**src/rtl/aes_sbox_responder.sv**
```systemverilog
// aes_sbox_responder
// Responder side of the AES byte-substitution handshake. It captures an
// 8-bit S-box address under a four-phase valid/ack protocol and returns the
// substituted byte after LATENCY cycles. It also keeps a saturating count of
// completed lookups.
// Optional build macro: AES_SBOX_INV_EN adds the rqst_inv input and the
// inverse S-box table. Without it only the forward table exists.

module aes_sbox_responder #(
  parameter int LATENCY = 1,
  parameter int CNT_W   = 16
) (
  input  logic             clk,
  input  logic             rst,
  input  logic             rqst_valid,
  input  logic [7:0]       rqst_addr,
`ifdef AES_SBOX_INV_EN
  input  logic             rqst_inv,
`endif
  output logic             addr_ack,
  output logic             resp_valid,
  output logic [7:0]       resp_data,
  input  logic             data_ack,
  output logic             busy,
  output logic [CNT_W-1:0] lookup_count
);

  // A latency outside 1..4 cannot be represented by the 2-bit countdown.
  if (LATENCY < 1 || LATENCY > 4) begin : g_bad_latency
    $error("aes_sbox_responder: LATENCY must be in 1..4");
  end

  localparam logic [1:0] LAT_LOAD = 2'(LATENCY - 1);

  // Forward AES S-box (FIPS-197).
  localparam logic [7:0] FWD_SBOX [256] = '{
    8'h63, 8'h7c, 8'h77, 8'h7b, 8'hf2, 8'h6b, 8'h6f, 8'hc5, 8'h30, 8'h01, 8'h67, 8'h2b, 8'hfe, 8'hd7, 8'hab, 8'h76,
    8'hca, 8'h82, 8'hc9, 8'h7d, 8'hfa, 8'h59, 8'h47, 8'hf0, 8'had, 8'hd4, 8'ha2, 8'haf, 8'h9c, 8'ha4, 8'h72, 8'hc0,
    8'hb7, 8'hfd, 8'h93, 8'h26, 8'h36, 8'h3f, 8'hf7, 8'hcc, 8'h34, 8'ha5, 8'he5, 8'hf1, 8'h71, 8'hd8, 8'h31, 8'h15,
    8'h04, 8'hc7, 8'h23, 8'hc3, 8'h18, 8'h96, 8'h05, 8'h9a, 8'h07, 8'h12, 8'h80, 8'he2, 8'heb, 8'h27, 8'hb2, 8'h75,
    8'h09, 8'h83, 8'h2c, 8'h1a, 8'h1b, 8'h6e, 8'h5a, 8'ha0, 8'h52, 8'h3b, 8'hd6, 8'hb3, 8'h29, 8'he3, 8'h2f, 8'h84,
    8'h53, 8'hd1, 8'h00, 8'hed, 8'h20, 8'hfc, 8'hb1, 8'h5b, 8'h6a, 8'hcb, 8'hbe, 8'h39, 8'h4a, 8'h4c, 8'h58, 8'hcf,
    8'hd0, 8'hef, 8'haa, 8'hfb, 8'h43, 8'h4d, 8'h33, 8'h85, 8'h45, 8'hf9, 8'h02, 8'h7f, 8'h50, 8'h3c, 8'h9f, 8'ha8,
    8'h51, 8'ha3, 8'h40, 8'h8f, 8'h92, 8'h9d, 8'h38, 8'hf5, 8'hbc, 8'hb6, 8'hda, 8'h21, 8'h10, 8'hff, 8'hf3, 8'hd2,
    8'hcd, 8'h0c, 8'h13, 8'hec, 8'h5f, 8'h97, 8'h44, 8'h17, 8'hc4, 8'ha7, 8'h7e, 8'h3d, 8'h64, 8'h5d, 8'h19, 8'h73,
    8'h60, 8'h81, 8'h4f, 8'hdc, 8'h22, 8'h2a, 8'h90, 8'h88, 8'h46, 8'hee, 8'hb8, 8'h14, 8'hde, 8'h5e, 8'h0b, 8'hdb,
    8'he0, 8'h32, 8'h3a, 8'h0a, 8'h49, 8'h06, 8'h24, 8'h5c, 8'hc2, 8'hd3, 8'hac, 8'h62, 8'h91, 8'h95, 8'he4, 8'h79,
    8'he7, 8'hc8, 8'h37, 8'h6d, 8'h8d, 8'hd5, 8'h4e, 8'ha9, 8'h6c, 8'h56, 8'hf4, 8'hea, 8'h65, 8'h7a, 8'hae, 8'h08,
    8'hba, 8'h78, 8'h25, 8'h2e, 8'h1c, 8'ha6, 8'hb4, 8'hc6, 8'he8, 8'hdd, 8'h74, 8'h1f, 8'h4b, 8'hbd, 8'h8b, 8'h8a,
    8'h70, 8'h3e, 8'hb5, 8'h66, 8'h48, 8'h03, 8'hf6, 8'h0e, 8'h61, 8'h35, 8'h57, 8'hb9, 8'h86, 8'hc1, 8'h1d, 8'h9e,
    8'he1, 8'hf8, 8'h98, 8'h11, 8'h69, 8'hd9, 8'h8e, 8'h94, 8'h9b, 8'h1e, 8'h87, 8'he9, 8'hce, 8'h55, 8'h28, 8'hdf,
    8'h8c, 8'ha1, 8'h89, 8'h0d, 8'hbf, 8'he6, 8'h42, 8'h68, 8'h41, 8'h99, 8'h2d, 8'h0f, 8'hb0, 8'h54, 8'hbb, 8'h16
  };

`ifdef AES_SBOX_INV_EN
  // Inverse AES S-box (FIPS-197).
  localparam logic [7:0] INV_SBOX [256] = '{
    8'h52, 8'h09, 8'h6a, 8'hd5, 8'h30, 8'h36, 8'ha5, 8'h38, 8'hbf, 8'h40, 8'ha3, 8'h9e, 8'h81, 8'hf3, 8'hd7, 8'hfb,
    8'h7c, 8'he3, 8'h39, 8'h82, 8'h9b, 8'h2f, 8'hff, 8'h87, 8'h34, 8'h8e, 8'h43, 8'h44, 8'hc4, 8'hde, 8'he9, 8'hcb,
    8'h54, 8'h7b, 8'h94, 8'h32, 8'ha6, 8'hc2, 8'h23, 8'h3d, 8'hee, 8'h4c, 8'h95, 8'h0b, 8'h42, 8'hfa, 8'hc3, 8'h4e,
    8'h08, 8'h2e, 8'ha1, 8'h66, 8'h28, 8'hd9, 8'h24, 8'hb2, 8'h76, 8'h5b, 8'ha2, 8'h49, 8'h6d, 8'h8b, 8'hd1, 8'h25,
    8'h72, 8'hf8, 8'hf6, 8'h64, 8'h86, 8'h68, 8'h98, 8'h16, 8'hd4, 8'ha4, 8'h5c, 8'hcc, 8'h5d, 8'h65, 8'hb6, 8'h92,
    8'h6c, 8'h70, 8'h48, 8'h50, 8'hfd, 8'hed, 8'hb9, 8'hda, 8'h5e, 8'h15, 8'h46, 8'h57, 8'ha7, 8'h8d, 8'h9d, 8'h84,
    8'h90, 8'hd8, 8'hab, 8'h00, 8'h8c, 8'hbc, 8'hd3, 8'h0a, 8'hf7, 8'he4, 8'h58, 8'h05, 8'hb8, 8'hb3, 8'h45, 8'h06,
    8'hd0, 8'h2c, 8'h1e, 8'h8f, 8'hca, 8'h3f, 8'h0f, 8'h02, 8'hc1, 8'haf, 8'hbd, 8'h03, 8'h01, 8'h13, 8'h8a, 8'h6b,
    8'h3a, 8'h91, 8'h11, 8'h41, 8'h4f, 8'h67, 8'hdc, 8'hea, 8'h97, 8'hf2, 8'hcf, 8'hce, 8'hf0, 8'hb4, 8'he6, 8'h73,
    8'h96, 8'hac, 8'h74, 8'h22, 8'he7, 8'had, 8'h35, 8'h85, 8'he2, 8'hf9, 8'h37, 8'he8, 8'h1c, 8'h75, 8'hdf, 8'h6e,
    8'h47, 8'hf1, 8'h1a, 8'h71, 8'h1d, 8'h29, 8'hc5, 8'h89, 8'h6f, 8'hb7, 8'h62, 8'h0e, 8'haa, 8'h18, 8'hbe, 8'h1b,
    8'hfc, 8'h56, 8'h3e, 8'h4b, 8'hc6, 8'hd2, 8'h79, 8'h20, 8'h9a, 8'hdb, 8'hc0, 8'hfe, 8'h78, 8'hcd, 8'h5a, 8'hf4,
    8'h1f, 8'hdd, 8'ha8, 8'h33, 8'h88, 8'h07, 8'hc7, 8'h31, 8'hb1, 8'h12, 8'h10, 8'h59, 8'h27, 8'h80, 8'hec, 8'h5f,
    8'h60, 8'h51, 8'h7f, 8'ha9, 8'h19, 8'hb5, 8'h4a, 8'h0d, 8'h2d, 8'he5, 8'h7a, 8'h9f, 8'h93, 8'hc9, 8'h9c, 8'hef,
    8'ha0, 8'he0, 8'h3b, 8'h4d, 8'hae, 8'h2a, 8'hf5, 8'hb0, 8'hc8, 8'heb, 8'hbb, 8'h3c, 8'h83, 8'h53, 8'h99, 8'h61,
    8'h17, 8'h2b, 8'h04, 8'h7e, 8'hba, 8'h77, 8'hd6, 8'h26, 8'he1, 8'h69, 8'h14, 8'h63, 8'h55, 8'h21, 8'h0c, 8'h7d
  };
`endif

  typedef enum logic [1:0] {
    IDLE,
    LOOKUP,
    RESPOND,
    RELEASE
  } state_e;

  state_e           state_q, state_d;
  logic [7:0]       addr_q, addr_d;
  logic [1:0]       lat_cnt_q, lat_cnt_d;
  logic             addr_ack_q, addr_ack_d;
  logic             resp_valid_q, resp_valid_d;
  logic [7:0]       resp_data_q, resp_data_d;
  logic [CNT_W-1:0] count_q, count_d;
  logic [7:0]       lookup_byte;

`ifdef AES_SBOX_INV_EN
  logic inv_q, inv_d;

  // The table is selected by the direction flag captured with the address.
  assign lookup_byte = inv_q ? INV_SBOX[addr_q] : FWD_SBOX[addr_q];
`else
  assign lookup_byte = FWD_SBOX[addr_q];
`endif

  // State register and registered outputs; reset aborts any transaction in flight.
  always_ff @(posedge clk) begin
    if (rst) begin
      state_q      <= IDLE;
      addr_q       <= 8'h00;
      lat_cnt_q    <= 2'd0;
      addr_ack_q   <= 1'b0;
      resp_valid_q <= 1'b0;
      resp_data_q  <= 8'h00;
      count_q      <= '0;
`ifdef AES_SBOX_INV_EN
      inv_q        <= 1'b0;
`endif
    end else begin
      state_q      <= state_d;
      addr_q       <= addr_d;
      lat_cnt_q    <= lat_cnt_d;
      addr_ack_q   <= addr_ack_d;
      resp_valid_q <= resp_valid_d;
      resp_data_q  <= resp_data_d;
      count_q      <= count_d;
`ifdef AES_SBOX_INV_EN
      inv_q        <= inv_d;
`endif
    end
  end

  // Next-state and next-output logic of the capture/lookup/respond/release cycle.
  always_comb begin
    state_d      = state_q;
    addr_d       = addr_q;
    lat_cnt_d    = lat_cnt_q;
    addr_ack_d   = 1'b0;
    resp_valid_d = resp_valid_q;
    resp_data_d  = resp_data_q;
    count_d      = count_q;
`ifdef AES_SBOX_INV_EN
    inv_d        = inv_q;
`endif
    case (state_q)
      IDLE: begin
        if (rqst_valid) begin
          addr_d     = rqst_addr;
`ifdef AES_SBOX_INV_EN
          inv_d      = rqst_inv;
`endif
          addr_ack_d = 1'b1;
          lat_cnt_d  = LAT_LOAD;
          state_d    = LOOKUP;
        end
      end
      LOOKUP: begin
        if (lat_cnt_q == 2'd0) begin
          resp_data_d  = lookup_byte;
          resp_valid_d = 1'b1;
          state_d      = RESPOND;
        end else begin
          lat_cnt_d = lat_cnt_q - 2'd1;
        end
      end
      RESPOND: begin
        if (data_ack) begin
          resp_valid_d = 1'b0;
          if (count_q != '1) begin
            count_d = count_q + CNT_W'(1);
          end
          state_d = RELEASE;
        end
      end
      RELEASE: begin
        if (!rqst_valid) begin
          state_d = IDLE;
        end
      end
      default: state_d = IDLE;
    endcase
  end

  assign addr_ack     = addr_ack_q;
  assign resp_valid   = resp_valid_q;
  assign resp_data    = resp_data_q;
  assign busy         = (state_q != IDLE);
  assign lookup_count = count_q;

endmodule
```
**config.mk**
```make
export PLATFORM = sky130hd
export DESIGN_NAME = aes_sbox_responder
export DESIGN_NICKNAME = d
export VERILOG_FILES = /design/src/rtl/aes_sbox_responder.sv
export SDC_FILE = /design/constraint.sdc
export NUM_CORES = 1
export LEC_CHECK = 0
export CAP_MARGIN = 10
export CORE_MARGIN = 5
export CORE_UTILIZATION = 40
export DETAILED_ROUTE_END_ITERATION = 6
export HOLD_SLACK_MARGIN = 0.06
export PLACE_DENSITY = 0.55
export SYNTH_ARGS = -nofsm -noshare
export SYNTH_HDL_FRONTEND = slang
export SYNTH_SLANG_ARGS = --single-unit
export TNS_END_PERCENT = 30
```
**constraint.sdc**
```tcl
create_clock -name clk -period 3.1 [get_ports clk]
set_input_delay 0.31 -clock clk [delete_from_list [all_inputs] [get_ports clk]]
set_output_delay 0.31 -clock clk [all_outputs]
set_load 0.05 [all_outputs]
```
# Word level (Yosys, flattened, before mapping)
# Memories as Yosys holds them, arrays and structs flattened. A register that Yosys moved wholly into a read port is not among the register bits.
# Index checks and enable logic that the tools add are counted.
# Widths: inputs -> output; s select.
[totals]
reg_bits = 30
romBits = 2048
in_bits = 12
mem_count = 1
[memory_table]
columns = ["memory", "words", "width", "read_ports", "rd_clocked_by_memory_dff", "write_ports", "line", "rtl"]
rows = [
  ["(no name shown)", 256, 8, 1, 1, 0, "99", "assign lookup_byte = FWD_SBOX[addr_q];"],
]
[classes]
addsub = 2
eq_ne = 9
muxes = 12
bitwise_logic = 2
n_reduce_logical = 12
[op_table]
columns = ["op", "n"]
rows = [
  ["$add 16x1->16 const B", 1],
  ["$ne 16x16->1 const B", 1],
  ["$mux 2", 6],
  ["$ne 2x2->1 const B", 5],
  ["$not 8->9", 1],
  ["$reduce_and 3->1", 3],
  ["$pmux 2 s4", 1],
  ["$reduce_bool 2->1", 3],
  ["$eq 2x2->1 const B", 2],
  ["$logic_not 2->1", 2],
  ["$pmux 2 s2", 1],
  ["$reduce_and 2->1", 2],
  ["$reduce_and 4->1", 1],
  ["$mux 1", 3],
  ["$eq 2x1->1 const B", 1],
  ["$pmux 1 s2", 1],
  ["$reduce_or 2->1", 1],
  ["$sub 2x1->2 const B", 1],
  ["$not 1->1", 1],
]

# Longest topological paths before layout
# Gate-level depths: netlist (run 1).
[depth]
depth_word = 3
ltp_mapped = 12

# Worst setup path before layout (run 1)
# OpenSTA, ideal clock, no wires.
[synth_timing]
path_type = "register to register"
startpoint = "register addr_q[1]"
endpoint = "register resp_data_q[2] (netlist: resp_data[2])"
setup_time_ps = 91
arrival_ps = 2640
required_ps = 3009
path_slack_ps = 369
stages_incl_launch_ff = 12
synth_period_minus_slack_ps = 2731
path_cell_list = "dfxtp_1 buf_4 buf_2 inv_1 ha_1 buf_2 clkbuf_1 o21bai_1 mux4_2 nand3_1 nand4_1 a311oi_1"
[synth_via]
elab_chain_len = 1
[synth_lines]
columns = ["element", "line", "rtl"]
rows = [
  ["start: declaration", "85", "logic [7:0] addr_q, addr_d;"],
  ["start signal: assignment", "117", "addr_q <= addr_d;"],
  ["$not 8->9 (not written as such)", "99", ""],
  ["end: declaration", "89", "logic [7:0] resp_data_q, resp_data_d;"],
]
# No other way between the ends.
# A chain may end at the register's enable or synchronous reset.

# Worst setup path after layout (run 1)
[layout_timing]
startpoint = "register addr_q[0]"
endpoint = "register resp_data_q[3] (netlist: resp_data[3])"
# The elaborated chain is that of the path after synthesis.

==> impl_metrics.json, run 1 <==
{
  "cts_resized": 0,
  "io_buffers": 38,
  "synth-edff-count": 0,
  "cts_tree": "built",
  "crit_slowest_cell": "ha_1",
  "critPathKind": "flip-flop to flip-flop",
  "n_antenna_cell": 0,
  "cp_num_cells": 8,
  "fin_worst_skew_ps": 10.17,
  "multi_input_area_sq_mm": 0.004023,
  "syn-num-nets": 797,
  "critical_path.top_delay_family": "simple AND/OR/NAND/NOR gates",
  "tightest_slew_ps": 768.7,
  "gp_congestion": 1.092,
  "synthArstFlopShare_pct": 0,
  "drt-pass1-iter-count": 7,
  "dp_hpwl_um": 18080,
  "detailedPlace.worstSlack_ps": 395.1,
  "synth_seq_cells": 38,
  "clockPowerShare_pct": 16.6,
  "ys_seq_area_share_pct": 14.37,
  "p_int_w": 0.001931,
  "p_sw_share_pct": 52.43,
  "status": "finished, violations left",
  "slew-limit-headroom_pct": 48.68,
  "start_util_pct": 40.47,
  "cts_root_buffer": "clkbuf_16",
  "power_switching_w": 0.002129,
  "rows": 42,
  "synth_area_leaders": "dfxtp_1 (14%), a21oi_1 (6.3%), o21ai_0 (5.5%)",
  "timing.final.crit_share_pct": 91.08,
  "yosysWarnings": 0,
  "hold_depth": 2,
  "syn_area_sq_mm": 0.005295,
  "violations": "DRC",
  "crit_arrival_ps": 3020,
  "grt_usage_pct": 31.33,
  "wire_per_inst_um": 27.01,
  "vdd_drop_max_v": 0.0003718,
  "syn_inst": 763,
  "hold_buffers": 0,
  "ant_nets": 0,
  "leakagePower_nw": 2.095,
  "powerDensity_mw_per_mm2": 668.6,
  "boundaryPins": 39,
  "die_area_sq_mm": 0.01564,
  "fmax_ghz": 0.3542,
  "slowest_delay_ps": 670,
  "core_area_sq_mm": 0.01309,
  "power_frac_seq_pct": 17.5,
  "yosys_most_used_dff": "dfxtp_1",
  "synth_cell_types": 76,
  "grt-ovfl-total": 0,
  "layout_min_cycle_time_ps": 2824,
  "drv_cap": 0,
  "setup.worst_path.start_class": "flip-flop",
  "grt_pass1_vias": 6098,
  "die_w_um": 125.1,
  "vias": 6633,
  "antenna_found_initial": 0,
  "wl_um": 25630,
  "cp.required_ps": 3300,
  "vias_per_cell": 6.989,
  "grt_pass1_wl_um": 38560,
  "worst_hold_slack_ps": 464.8,
  "setup_viol": 0,
  "fin_setup_tns_ps": 0,
  "r2r_cells": 8,
  "setup_ws_ps": 276.4,
  "cts_sinks": 38,
  "critPathCaptureType": "flip-flop",
  "layout.nets": 806,
  "clock_tree.buffer_depth": 2,
  "pwr-share-comb_pct": 65.9,
  "hold_viol_final": 0,
  "seqCellArea_sq_um": 769.5,
  "rsz0062_at_grt": "false",
  "route.detailed.drc": 4,
  "numCtsBuffers": 5,
  "drive_above_1_share_pct": 11.00,
  "area_growth_syn_to_layout_pct": 14.67,
  "crit_path_cell_trace": "buf_12 -> ha_1 -> nand2_1 -> nand3_1 -> o21ai_0 -> a211oi_1 -> and3b_1 -> o41ai_1",
  "fillers": 1336,
  "drtIter0Drc": 1476,
  "worstPathMaxFanout": 43,
  "die_height_um": 125.1,
  "synth_area_per_cell_sq_um": 6.940,
  "yosys.area.top_type": "dfxtp_1",
  "grt_max_degree": 96,
  "cp_num_buf_inv": 1,
  "final_core_util_pct": 46.40,
  "cts-htree-levels": 2,
  "insertion_delay_ps": 300,
  "yosysTopAreaCellShare_pct": 14.37,
  "min_path_type": "flip-flop to flip-flop",
  "cts_setup_buffers": 0,
  "timing.final.max_slew_violations": 0,
  "clk_pin_slew_ps": 70
}
stage by stage:
stage / instances / cell area (sq um) / total power [W]
floorplan: 763 / 5295 / 0.002389
global placement: 941 / 5883 / 0.003311
global route: 949 / 6072 / 0.004211
CTS: 949 / 6072 / 0.003964
finish: 949 / 6072 / 0.004060
detailed placement: 941 / 5883 / 0.003280
Yosys cell counts, drive strengths merged (5+ instances only):
| cell type | count |
|---|---|
| o22ai | 5 |
| a221oi | 6 |
| and2 | 9 |
| inv | 22 |
| a311oi | 13 |
| ha | 22 |
| o311ai | 10 |
| xnor2 | 7 |
| o31ai | 8 |
| dfxtp | 38 |
| nand2b | 25 |
| or3 | 5 |
| nor3 | 22 |
| nand3 | 28 |
| buf | 57 |
| a211oi | 12 |
| o2111ai | 8 |
| clkbuf | 25 |
| mux4 | 11 |
| nor2 | 64 |
| xor2 | 8 |
| nand4 | 12 |
| o211ai | 18 |
| a21oi | 68 |
| a31oi | 17 |
| nor2b | 21 |
| a211o | 5 |
| o21ai | 61 |
| mux2i | 9 |
| and3 | 9 |
| nand2 | 77 |
worst register-to-register path, delay by kind of cell, from the launching register on:
family                     cells  cell delay, ps
DFF                            1             370
buffers and inverters          1             260
AOI/OAI and AO/OA              3             690
adders and majority gates      1             680
and+or+nand+nor                3             730
path summary, 6_finish.rpt:
kind	endpoint	slack [ps]	startpoint
setup / recovery	resp_data[3]	280	addr_q[0]
hold / removal	resp_data[5]	460	resp_data[5]
setup reg to reg	resp_data[3]	280	addr_q[0]
hold reg to reg	resp_data[5]	460	resp_data[5]
logic make-up (layout without fill, tap and decap cells):
group	count (synthesis)	after routing	synth area share [%]
buffers and inverters	104	114	9.664
and+or+nand+nor	294	294	27.55
xor gates and xnor gates	15	15	2.481
DFF	38	38	14.37
muxes	21	21	6.593
adders and majority gates	22	22	5.198
AOI/OAI and AO/OA	269	269	34.14
layout by cell type, fill, tap and decap left out, types with 17 or more instances in the layout:
master	count
nand2_1	75
a21oi_1	67
nor2_1	64
o21ai_0	58
buf_4	41
clkdlybuf4s50_1	38
dfxtp_1	35
nand3_1	28
nand2b_1	25
nor3_1	22
ha_1	22
inv_1	21
nor2b_1	21
o211ai_1	17
layer usage:
layer  up-vias  track usage (%)  part of all wire, %
li1       2847                -                    -
met1      3124            42.21                   39
met2       542            47.55                   43
met3       120            7.292                   12
met4         0            14.41                  5.8
met5         -                0                    0
state kept, by name (all words and copies together), names as in the netlist:
signal and flops:
resp_valid 1, resp_data 8, state_q 2, addr_q 8
addr_ack 1, lat_cnt_q 2, lookup_count 16
power groups by stage:
stage          combinational [W]  sequential, W  clock, W
2_1_floorplan            0.00159       0.000798         0
3_3_place_gp             0.00259       0.000718         0
3_5_place_dp             0.00256       0.000718         0
4_1_cts                  0.00257       0.000707  0.000685
5_1_grt                  0.00278       0.000718  0.000711
6_report                 0.00268       0.000709  0.000675
cell type report:
type,instances,area share (%)
Tap cell,176,3.627
Timing Repair Buffer,84,12.98
Multi-Input combinational cell,621,66.25
Inverter,22,1.360
Clock inverter,2,0.6388
Clock buffer,6,2.473
Sequential cell,38,12.67
(Power assumes the default switching activity.)
==> run 2, diff against run 1 <==
CORE_MARGIN = not set   (was 5)
==> impl_metrics.json, run 2 (synthesis gave the netlist of run 1 again) <==
{
  "die_area_sq_mm": 0.01370,
  "drive_above_1_share_pct": 11.00,
  "rsz0062_at_grt": "false",
  "vias": 6639,
  "r2r_cells": 8,
  "layout.nets": 806,
  "die_height_um": 117.1,
  "cts_tree": "built",
  "worstPathMaxFanout": 44,
  "power_frac_seq_pct": 17.5,
  "crit_path_cell_trace": "buf_12 -> ha_1 -> inv_1 -> mux4_2 -> nand3_1 -> o311ai_0 -> o311a_1 -> o41ai_1",
  "start_util_pct": 41.45,
  "cts_root_buffer": "clkbuf_16",
  "clock_tree.buffer_depth": 2,
  "timing.final.max_slew_violations": 0,
  "n_antenna_cell": 0,
  "cts_resized": 0,
  "setup.worst_path.start_class": "flip-flop",
  "drv_cap": 0,
  "p_int_w": 0.001821,
  "cp-startpoint": "addr_q[1]",
  "ant_nets": 0,
  "fin_worst_skew_ps": 8.277,
  "rows": 41,
  "area_growth_syn_to_layout_pct": 13.87,
  "grt_pass1_wl_um": 37870,
  "setup_ws_ps": 211.7,
  "min_path_type": "flip-flop to flip-flop",
  "setup_viol": 0,
  "crit_arrival_ps": 3080,
  "tightest_slew_ps": 788.4,
  "pwr-share-comb_pct": 68.6,
  "die_w_um": 117.1,
  "regToRegSetupSlack_ps": 210,
  "vias_per_cell": 7.025,
  "cts_sinks": 38,
  "insertion_delay_ps": 290,
  "grt-ovfl-total": 0,
  "hold_buffers": 0,
  "final_common_cell": "nand2_1",
  "largest_reg_flops": 16,
  "timing.final.crit_share_pct": 93.17,
  "drtIter0Drc": 1263,
  "drt-pass1-iter-count": 7,
  "r2r-end": "resp_data[3]",
  "vdd_drop_max_v": 0.0003038,
  "cp-endpoint": "resp_data[3]",
  "cp.required_ps": 3290,
  "grt_max_degree": 52,
  "fin_setup_tns_ps": 0,
  "crit_slowest_cell": "ha_1",
  "power_switching_w": 0.002103,
  "grt_usage_pct": 37.75,
  "slew-limit-headroom_pct": 47.44,
  "detailedPlace.worstSlack_ps": 329.4,
  "gp_congestion": 1.060,
  "slowest_delay_ps": 570,
  "clockPowerShare_pct": 13.9,
  "io_buffers": 38,
  "antenna_found_initial": 0,
  "layout_min_cycle_time_ps": 2888,
  "boundaryPins": 39,
  "leakagePower_nw": 2.086,
  "route.detailed.drc": 1,
  "critPathKind": "flip-flop to flip-flop",
  "fmax_ghz": 0.3462,
  "place_area_sq_mm": 0.005878,
  "cts_setup_buffers": 0,
  "fillers": 1311,
  "numCtsBuffers": 5,
  "cts-htree-levels": 2,
  "reg2reg_from": "addr_q[1]",
  "critPathCaptureType": "flip-flop",
  "wl_um": 25400,
  "hold_viol_final": 0,
  "status": "finished, violations left",
  "most-common-layout-cells": "nand2_1 (75), a21oi_1 (67), nor2_1 (64)",
  "clk_pin_slew_ps": 70,
  "core_area_sq_mm": 0.01277,
  "powerDensity_mw_per_mm2": 650.7,
  "grt_pass1_vias": 6041,
  "final_cell_area_sq_mm": 0.006030,
  "violations": "DRC",
  "wire_per_inst_um": 26.88,
  "dp_hpwl_um": 18020,
  "p_sw_share_pct": 53.60
}
==> run 2: power by group through the flow <==
stage                     Combinational, W  Clock, W  Sequential, W
final                              0.00269  0.000545       0.000686
after global placement             0.00258         0       0.000693
after floorplan                    0.00159         0       0.000798
after CTS                          0.00257  0.000549       0.000684
after detailed placement           0.00256         0       0.000695
after global routing               0.00281  0.000578       0.000693
==> run 2: worst min-delay path by stage <==
stage,from,endpoint,slack (ps),cells after the start
floorplan,rqst_addr[3],addr_q[3],460,2
global route,resp_data[3],resp_data[3],500,2
CTS,resp_data[3],resp_data[3],480,2
detailed placement,resp_data[5],resp_data[5],460,2
finish,resp_data[3],resp_data[3],460,2
global placement,resp_data[5],resp_data[5],450,2
==> run 2: routing by layer <==
layer  up-vias  global-route usage, %  wire [um]
met5         -                      0          0
met4         0                  21.01       1581
met3       128                  10.30       3240
met2       555                  53.85      10450
met1      3102                  51.12      10130
li1       2854                      -          -
==> run 2: metrics by stage <==
stage               util [%]  total power, W  hold slack (ps)  instances
global placement       46.02        0.003277            454.5        937
detailed placement     46.02        0.003255            462.3        937
CTS                    47.20        0.003804            475.9        945
global route           47.20        0.004076            495.7        945
finish                 47.20        0.003924            464.7        945
floorplan                  -        0.002389            457.5        763
==> run 2: cell type report <==
| class | instances | area (sq um) | share of cell area, % |
|---|---|---|---|
| repair buffers | 84 | 788.3 | 13.07 |
| multi-input cells | 621 | 4023 | 66.72 |
| flip-flops and latches | 38 | 769.5 | 12.76 |
| clock buffers | 6 | 138.9 | 2.303 |
| inverters | 22 | 82.58 | 1.370 |
| well taps | 172 | 215.2 | 3.569 |
| clock inverters | 2 | 12.51 | 0.2075 |
==> run 2: critical path, delay by kind of cell, from the launching register on <==
family                   cells  cell delay [ps]
multiplexers                 1              540
buffers and inverters        2              590
AO/OA/AOI/OAI                3              620
adder cells (fa/ha/maj)      1              570
AND/OR/NAND/NOR              1              100
flip-flops                   1              370
==> run 3, diff against run 2 <==
PLACE_DENSITY = 0.57   (was 0.55)
clock period = 2.43 ns   (was 3.1 ns; I/O delays follow)
==> impl_metrics.json, run 3 (synthesis gave the netlist of run 1 again) <==
{
  "layout_min_cycle_time_ps": 2388,
  "critPathCaptureType": "flip-flop",
  "critPathKind": "flip-flop to flip-flop",
  "timing.final.max_slew_violations": 0,
  "grt_max_degree": 41,
  "wire_per_inst_um": 26.49,
  "cts_sinks": 38,
  "status": "finished, final reports clean",
  "multi_input_area_sq_mm": 0.004069,
  "grt_pass1_wl_um": 39850,
  "hold_viol_final": 0,
  "fillers": 1287,
  "io_buffers": 38,
  "drt-pass1-iter-count": 5,
  "slew-limit-headroom_pct": 56.17,
  "worstPathMaxFanout": 21,
  "cts_tree": "built",
  "cp.required_ps": 2680,
  "setup.worst_path.start_class": "flip-flop",
  "core_area_sq_mm": 0.01277,
  "cts-htree-levels": 2,
  "cts_root_buffer": "clkbuf_16",
  "rsz0062_at_grt": "true",
  "drtIter0Drc": 1222,
  "boundaryPins": 39,
  "fin_setup_tns_ps": 0,
  "seqCellArea_sq_um": 777.0,
  "grt_usage_pct": 39.97,
  "clk_pin_slew_ps": 70,
  "final_common_cell": "buf_4",
  "crit_arrival_ps": 2630,
  "n_antenna_cell": 0,
  "setup_viol": 0,
  "stdcell_count": 1004,
  "die_area_sq_mm": 0.01370,
  "place_inst": 996,
  "leakagePower_nw": 2.420,
  "vias_per_cell": 6.825,
  "vias": 6852,
  "fmax_ghz": 0.4187,
  "tightest_slew_ps": 655.0,
  "ant_nets": 0,
  "area_growth_syn_to_layout_pct": 25.28,
  "final_core_util_pct": 51.93,
  "largest_reg_flops": 16,
  "numCtsBuffers": 5,
  "die_w_um": 117.1,
  "wl_um": 26600,
  "route.detailed.drc": 0,
  "die_height_um": 117.1,
  "gp_congestion": 1.063,
  "antenna_found_initial": 0,
  "start_util_pct": 41.45,
  "dp_hpwl_um": 19730,
  "min_path_type": "flip-flop to flip-flop",
  "grt-ovfl-total": 0,
  "drive_above_1_share_pct": 19.23,
  "timing.final.crit_share_pct": 98.28,
  "powerDensity_mw_per_mm2": 829.0,
  "clock_tree.buffer_depth": 2,
  "insertion_delay_ps": 290,
  "most-common-layout-cells": "buf_4 (93), nand2_1 (74), a21oi_1 (67)",
  "rows": 41,
  "vdd_drop_max_v": 0.0004859,
  "grt_pass1_vias": 6313,
  "layout.nets": 865,
  "drv_cap": 0,
  "fin_worst_skew_ps": 3.001
}
## run 3: path summary, 6_finish.rpt
kind	depth (start not counted)	to	from	slack (ps)
worst min-delay path	2	resp_data[3]	resp_data[3]	490
worst max-delay path	9	resp_data[0]	addr_q[0]	40
worst max register to register	9	resp_data[0]	addr_q[0]	40
worst min register to register	2	resp_data[3]	resp_data[3]	490
## run 3: metrics by stage
step / total power [W] / area (sq um) / hold slack (ps) / setup WS [ps]
after floorplan: 0.003061 / 5315 / 380.1 / 7.297
after global placement: 0.004465 / 6391 / 471.1 / 17.61
after detailed placement: 0.004443 / 6391 / 479.8 / 44.17
after CTS: 0.005311 / 6580 / 496.4 / 20.15
after global routing: 0.005705 / 6634 / 526.6 / -36.89
final: 0.005500 / 6634 / 492.9 / 41.84
## run 3: layout make-up
cell class                 count  share of cell area, %
clock buffer                   6                  2.263
clock inverter                 2                 0.5847
tap                          172                  3.244
multi-input combinational    621                  61.34
sequential                    38                  11.71
inverter                      22                  1.245
timing repair buffer         143                  19.62
## run 3: metal layers
layer | up-vias | wire length, um | track usage, %
met5 | - | 0 | 0
met1 | 3209 | 10540 | 53.51
met4 | 0 | 1892 | 24.47
met3 | 136 | 3368 | 10.56
met2 | 535 | 10800 | 57.04
li1 | 2972 | - | -
## run 3: critical path, cell delays in order (launching register included)
cell and delay, ps:
dfxtp_4 390, inv_2 80, ha_1 330, buf_12 180
nand2_2 170, o21ai_0 220, a21oi_1 120, mux4_2 490
mux2i_2 200, a211o_1 150
## run 3: repair_timing
| item | 4_1_cts | 5_1_grt |
|---|---|---|
| setup buffers | 0 | 0 |
| setup endpoints to repair | 0 | 7 |
| resized for setup | 0 | 16 |
| hold buffers | 0 | 0 |
## run 3: power breakdown
part           internal (W)  switching [W]
registers          0.000728       0.000163
clock network      0.000550       0.000314
logic               0.00142        0.00232
